===== src/rtl/moonbase_bus_pkg.sv =====
// Shared definitions for the moonbase multiplexed nibble bus responder.
// Contents:
//   - bit positions inside the CPU io_out byte
//   - write/address FSM state encoding
//   - address and address-half widths
package moonbase_bus_pkg;

    // io_out bit positions
    localparam int STB    = 7;  // 1 = address strobe cycle
    localparam int NIB    = 6;  // 0 = high nibble / low address half, 1 = low nibble / high half
    localparam int WRAM_N = 5;  // active-low RAM write (data cycles only)
    localparam int WDEV_N = 4;  // active-low device write (data cycles only)

    localparam int ADDR_W = 12;
    localparam int HALF_W = 6;

    typedef enum logic [1:0] {
        ST_IDLE   = 2'd0,
        ST_ADR_LO = 2'd1,  // previous cycle was a low-half address strobe
        ST_WR_HI  = 2'd2   // high nibble of a write is held, waiting for the low nibble
    } bus_state_e;

endpackage


===== src/rtl/moonbase_byte_ram.sv =====
// Byte memory behind the nibble bus.
// Ports:
//   clk                      clock
//   cpu_we_i/addr_i/wdata_i  CPU-side write request
//   ld_en_i/addr_i/data_i    loader write; wins over a same-cycle CPU write
//   rd_addr_i, rd_data_o     asynchronous read port
module moonbase_byte_ram #(
    parameter int ADDR_BITS = 7
) (
    input  logic                 clk,
    input  logic                 cpu_we_i,
    input  logic [ADDR_BITS-1:0] cpu_addr_i,
    input  logic [7:0]           cpu_wdata_i,
    input  logic                 ld_en_i,
    input  logic [ADDR_BITS-1:0] ld_addr_i,
    input  logic [7:0]           ld_data_i,
    input  logic [ADDR_BITS-1:0] rd_addr_i,
    output logic [7:0]           rd_data_o
);

    logic [7:0] mem_q [0:(1<<ADDR_BITS)-1];

    // Single write port; contents are deliberately not reset.
    always_ff @(posedge clk) begin
        if (ld_en_i) begin
            mem_q[ld_addr_i] <= ld_data_i;
        end else if (cpu_we_i) begin
            mem_q[cpu_addr_i] <= cpu_wdata_i;
        end
    end

    assign rd_data_o = mem_q[rd_addr_i];

endmodule


===== src/rtl/moonbase_ext_bus_responder.sv =====
// Responder end of the moonbase 8-bit CPU multiplexed nibble bus.
// Assembles a 12-bit address from two 6-bit strobes, serves memory nibbles
// and device read bits back to the CPU, and commits nibble-pair writes to
// the byte memory and/or a device port. Protocol violations set a sticky err.
// Ports:
//   clk, reset          clock, synchronous active-high reset
//   bus_out[7:0]        CPU io_out
//   bus_in[5:0]         to CPU io_in[7:2]: {dev_rd_data, memory nibble}
//   dev_addr[11:0]      latched address
//   dev_rd_data[1:0]    device read bits (passed through)
//   dev_wr_valid        one-cycle device write pulse
//   dev_wr_data[7:0]    assembled device write byte
//   ld_en/ld_addr/ld_data  program preload port
//   err                 sticky protocol-error flag
// Handshake: there is no back-pressure; every bus cycle is consumed on the
// clock edge that ends it, and dev_wr_valid is a pure one-cycle strobe.
module moonbase_ext_bus_responder
    import moonbase_bus_pkg::*;
#(
    parameter int ADDR_BITS = 7
) (
    input  logic                 clk,
    input  logic                 reset,
    input  logic [7:0]           bus_out,
    output logic [5:0]           bus_in,
    output logic [ADDR_W-1:0]    dev_addr,
    input  logic [1:0]           dev_rd_data,
    output logic                 dev_wr_valid,
    output logic [7:0]           dev_wr_data,
    input  logic                 ld_en,
    input  logic [ADDR_BITS-1:0] ld_addr,
    input  logic [7:0]           ld_data,
    output logic                 err
);

    bus_state_e          state_q, state_d;
    logic [ADDR_W-1:0]   addr_q, addr_d;
    logic [HALF_W-1:0]   lo6_q, lo6_d;
    logic [3:0]          hold_hi_q, hold_hi_d;
    logic                tgt_ram_q, tgt_ram_d;
    logic                tgt_dev_q, tgt_dev_d;
    logic                err_q, err_d;
    logic                dev_wr_valid_q;
    logic [7:0]          dev_wr_data_q;

    logic                stb, nib, wram_n, wdev_n, is_wr;
    logic                cpu_ram_we, dev_commit;
    logic [7:0]          wr_byte;
    logic [7:0]          rd_byte;

    assign stb     = bus_out[STB];
    assign nib     = bus_out[NIB];
    assign wram_n  = bus_out[WRAM_N];
    assign wdev_n  = bus_out[WDEV_N];
    assign is_wr   = !stb && !(wram_n && wdev_n);
    assign wr_byte = {hold_hi_q, bus_out[3:0]};

    always_comb begin
        state_d    = ST_IDLE;
        addr_d     = addr_q;
        lo6_d      = lo6_q;
        hold_hi_d  = hold_hi_q;
        tgt_ram_d  = tgt_ram_q;
        tgt_dev_d  = tgt_dev_q;
        err_d      = err_q;
        cpu_ram_we = 1'b0;
        dev_commit = 1'b0;

        if (stb) begin
            // An address cycle while a write is half done abandons that write.
            if (state_q == ST_WR_HI) err_d = 1'b1;
            if (!nib) begin
                lo6_d   = bus_out[HALF_W-1:0];
                state_d = ST_ADR_LO;
            end else begin
                // Unpaired high strobe still loads, using whatever lo6 holds.
                if (state_q != ST_ADR_LO) err_d = 1'b1;
                addr_d = {bus_out[HALF_W-1:0], lo6_q};
            end
        end else if (is_wr) begin
            if (!wram_n && !wdev_n) err_d = 1'b1;
            if (!nib) begin
                hold_hi_d = bus_out[3:0];
                tgt_ram_d = !wram_n;
                tgt_dev_d = !wdev_n;
                state_d   = ST_WR_HI;
            end else if (state_q == ST_WR_HI && tgt_ram_q == !wram_n && tgt_dev_q == !wdev_n) begin
                cpu_ram_we = tgt_ram_q;
                dev_commit = tgt_dev_q;
                // The loader owns the single write port this cycle.
                if (tgt_ram_q && ld_en) err_d = 1'b1;
            end else begin
                err_d = 1'b1;
            end
        end else if (state_q == ST_WR_HI) begin
            err_d = 1'b1;
        end
    end

    always_ff @(posedge clk) begin
        if (reset) begin
            state_q        <= ST_IDLE;
            addr_q         <= '0;
            lo6_q          <= '0;
            hold_hi_q      <= '0;
            tgt_ram_q      <= 1'b0;
            tgt_dev_q      <= 1'b0;
            err_q          <= 1'b0;
            dev_wr_valid_q <= 1'b0;
            dev_wr_data_q  <= '0;
        end else begin
            state_q        <= state_d;
            addr_q         <= addr_d;
            lo6_q          <= lo6_d;
            hold_hi_q      <= hold_hi_d;
            tgt_ram_q      <= tgt_ram_d;
            tgt_dev_q      <= tgt_dev_d;
            err_q          <= err_d;
            dev_wr_valid_q <= dev_commit;
            if (dev_commit) dev_wr_data_q <= wr_byte;
        end
    end

    moonbase_byte_ram #(.ADDR_BITS(ADDR_BITS)) u_ram (
        .clk         (clk),
        .cpu_we_i    (cpu_ram_we && !reset),
        .cpu_addr_i  (addr_q[ADDR_BITS-1:0]),
        .cpu_wdata_i (wr_byte),
        .ld_en_i     (ld_en),
        .ld_addr_i   (ld_addr),
        .ld_data_i   (ld_data),
        .rd_addr_i   (addr_q[ADDR_BITS-1:0]),
        .rd_data_o   (rd_byte)
    );

    // nib selects the nibble: 0 -> high, 1 -> low.
    assign bus_in       = {dev_rd_data, nib ? rd_byte[3:0] : rd_byte[7:4]};
    assign dev_addr     = addr_q;
    assign dev_wr_valid = dev_wr_valid_q;
    assign dev_wr_data  = dev_wr_data_q;
    assign err          = err_q;

endmodule

===== config.mk =====
export PLATFORM = sky130hd
export DESIGN_NAME = moonbase_ext_bus_responder
export DESIGN_NICKNAME = d
export VERILOG_FILES = /design/src/rtl/moonbase_bus_pkg.sv /design/src/rtl/moonbase_byte_ram.sv /design/src/rtl/moonbase_ext_bus_responder.sv
export SDC_FILE = /design/constraint.sdc
export NUM_CORES = 1
export LEC_CHECK = 0
export BUFFER_PORTS_ARGS = -buffer_cell sky130_fd_sc_hd__buf_2
export CAP_MARGIN = 20
export CORE_ASPECT_RATIO = 0.7
export CORE_MARGIN = 2
export CORE_UTILIZATION = 45
export DETAILED_ROUTE_END_ITERATION = 7
export SYNTH_ARGS = -nofsm -noshare
export SYNTH_HDL_FRONTEND = slang
export SYNTH_HIERARCHICAL = 1
export SYNTH_SLANG_ARGS = --single-unit

===== constraint.sdc =====
create_clock -name clk -period 6.4 [get_ports clk]
set_clock_uncertainty 0.05 [all_clocks]
set_input_delay 0.32 -clock clk [delete_from_list [all_inputs] [get_ports clk]]
set_output_delay 0.32 -clock clk [all_outputs]
set_load 0.02 [all_outputs]

==> results.txt <==
Outcome = completed
Core Area = 0.0904 sq mm
Global-route total usage across every layer = 0.217
Cell taking the most area after synthesis = edfxtp_1
FMAX = 193 MHz
Clock Path Buffers = 3
CTS H-tree lvls = 3
Maximum vdd drop = 0.000240 V
Placed Instances = 3035
Commonest cells in the netlist = edfxtp_1, mux4_2, nor2_1
Area growth syn-to-layout = 12.1%
Iteration-0 DRC Markers = 2603
Max-slew violations = 0
Largest net degree at the start of global routing = 98
TritonCTS clock tree = built
EDFF count, synth = 1024
Post-CTS Setup Inserts = 0
Hpwl dp = 60300 microns
Yosys warning count = 6
Post-route cell area = 0.0462 sq mm
Tcrit/Tclk final = 0.810
Most used cell, CP = mux4_2
Antenna viol nets, final = 0
Post-route minimum period = 5.18 ns
Syn Std Cell Area = 0.0412 sq mm
WP data required = 6.03 ns
Worst stage delay on the critical path = 0.89 ns
Syn avg cell area = 22.8 sq um
Final #Nets = 1951
Crit-path max FO = 58
CP Cell Sequence = buf_12, mux4_2, mux4_2, mux4_2, mux2_2, mux2_2, buf_2
FF-to-FF setup slack = 2.02 ns
FILL cells = 7003
Die Height = 257 microns
Worst hold start = bus_out[6]
Synth Register Bits = 1060
Cell row count = 92
CTS Sinks = 1060
Pleak = 13.8 nW
Mapped Cells = 1809
Crit path arrival time = 4.81 ns
Max_cap viols = 0
I/O Buffers = 51
Die ar. = 0.0940 sq mm
Hold EP = err$_SDFF_PP0_
Grt total ovfl = 0
Most frequent cell after synthesis = edfxtp_1
Io pins = 56
Final wirelength = 100000 microns
First-pass DRT Iterations = 7
Number of global-route vias before repair = 19400
Hold violation count in the final report = 0
Clk Latency, worst-skew pair = 0.68 ns
Final setup fails = 0
Post-synth ARST share = 0
Hold Crit Depth = 3
Reg2Reg Depth = 9
Final Instance Count excl. Fillers = 3220
Reg clk slew, reported paths = 0.06 ns
Initial antenna violation count = 7
# DRC = 0
Largest cells by area after synthesis = edfxtp_1, mux4_2, dfxtp_1
Hold WC Path Type = input pin to flop
Share of the synthesized area in the top cell type = 0.746
Routed via count = 19500
Pwr/cell area = 294 mW/mm^2
Cell variety after synth = 31
CP startpoint kind = flop
CTS resizes = 0
Slew of the pin with the lowest slew margin = 1.08 ns
Gpl congestion = 0.807
Share of layout cells above drive strength 1 = 0.308
CP Capture Type = output pin
Slowest cell on crit path = dfxtp_4
First-pass GRT wire length = 144000 microns
Avg Vias per Cell = 6.07
Reg-to-reg critical path endpoint = u_ram/mem_q[36][1]$_DFFE_PP_
CTS Buf Count = 98
Die X = 366 microns
Slew margin rel. = 0.279
Post-DP Area = 0.0431 sq mm
Critical path class = flop to output pin
Synth Net Count = 1837
RSZ-0062 raised after global routing = no
WL per Instance = 31.1 microns
Post-CTS Hold Buffers = 8
Reg2reg start = tgt_dev_q$_SDFFE_PP0P_
CTS Root Cell = clkbuf_16
Register area share after synthesis = 0.764
Main flop type after synthesis = edfxtp_1
Initial Util = 0.456
Setup TNS = 0 ns
Antenna diode count = 0
## how the worst max path moves through the flow
stage	start	end	slack, ns	cells past startpoint
after floorplan	bus_out[4]	u_ram/mem_q[0][0]$_DFFE_PP_	2.71	8
after global placement	dev_addr[0]$_SDFFE_PP0P_	bus_in[1]	1.84	7
after detailed placement	dev_addr[0]$_SDFFE_PP0P_	bus_in[1]	1.85	7
after CTS	dev_addr[0]$_SDFFE_PP0P_	bus_in[1]	1.08	7
after global routing	dev_addr[0]$_SDFFE_PP0P_	bus_in[1]	0.98	7
final	dev_addr[0]$_SDFFE_PP0P_	bus_in[0]	1.22	7
## critical path, delay by kind of cell, from the launching register on
| kind | cells | cell delay (ns) |
|---|---|---|
| buffers and inverters | 2 | 0.65 |
| multiplexers | 5 | 2.37 |
| flip-flops | 1 | 0.89 |
## per-layer routing
layer / GRT usage / routed length [microns] / part of all wire / vias to the layer above
met2: 0.298 / 43300 / 0.43 / 913
met4: 0.0449 / 1800 / 0.018 / 0
li1: - / - / - / 7866
met1: 0.338 / 44200 / 0.44 / 10600
met3: 0.0726 / 10800 / 0.11 / 121
met5: 0 / 0 / 0 / -
## cells in the final DEF (no fill, tap or decap), types with 6 or more instances in the layout
cell type,n
nand4_1,8
mux4_2,336
clkinv_2,19
mux2_2,15
dfxtp_1,32
buf_12,7
nand2_1,44
clkinv_1,26
clkbuf_1,15
a31o_2,6
edfxtp_1,1024
a21oi_1,15
nor2_1,148
nand3_1,12
mux2i_1,23
buf_2,51
mux2_4,8
clkinvlp_4,6
buf_4,46
clkbuf_16,102
dlygate4sd3_1,8
## area by class of cell
type	count	area, sq um	share of cell area
Clock buffer	119	2640	0.0571
Clock inverter	56	349	0.00756
Inverter	5	18.8	0.000406
Multi-Input combinational cell	643	9270	0.201
Sequential cell	1060	31500	0.682
Tap cell	1222	1530	0.0331
Timing Repair Buffer	115	903	0.0196
## stage by stage
stage               utilization  power [W]  setup WS, ns  hold slack, ns
finish                    0.511     0.0136          1.22          0.0881
global route              0.511     0.0140         0.981          0.0682
CTS                       0.511     0.0137          1.08          0.0437
detailed placement        0.477    0.00822          1.85           0.392
global placement          0.476    0.00821          1.84           0.381
floorplan                     -    0.00803          2.71           0.381
## logic make-up (layout without fill, tap and decap cells)
| family | count (synthesis) | in the layout | share of synthesized area |
|---|---|---|---|
| and+or+nand+nor | 234 | 234 | 0.0244 |
| muxes | 382 | 382 | 0.196 |
| buffers and inverters | 106 | 295 | 0.0118 |
| adders and majority gates | 1 | 1 | 0.000243 |
| xor gates and xnor gates | 3 | 3 | 0.000638 |
| AOI/OAI and AO/OA | 23 | 23 | 0.00352 |
| DFF | 1060 | 1060 | 0.764 |
## sequential cells by signal, indices dropped and copies added (netlist names)
register and count:
tgt_dev_q 1, tgt_ram_q 1, dev_wr_data 8, state_q 2, hold_hi_q 4, dev_wr_valid 1, u_ram/mem_q 1024, err 1
lo6_q 6, dev_addr 12
## power breakdown
part	switching (W)	total [W]	internal, W
clock network	0.00248	0.00552	0.00303
registers	0.0000193	0.00765	0.00763
logic	0.000291	0.000427	0.000136
Power figures use the tool's default switching activity.
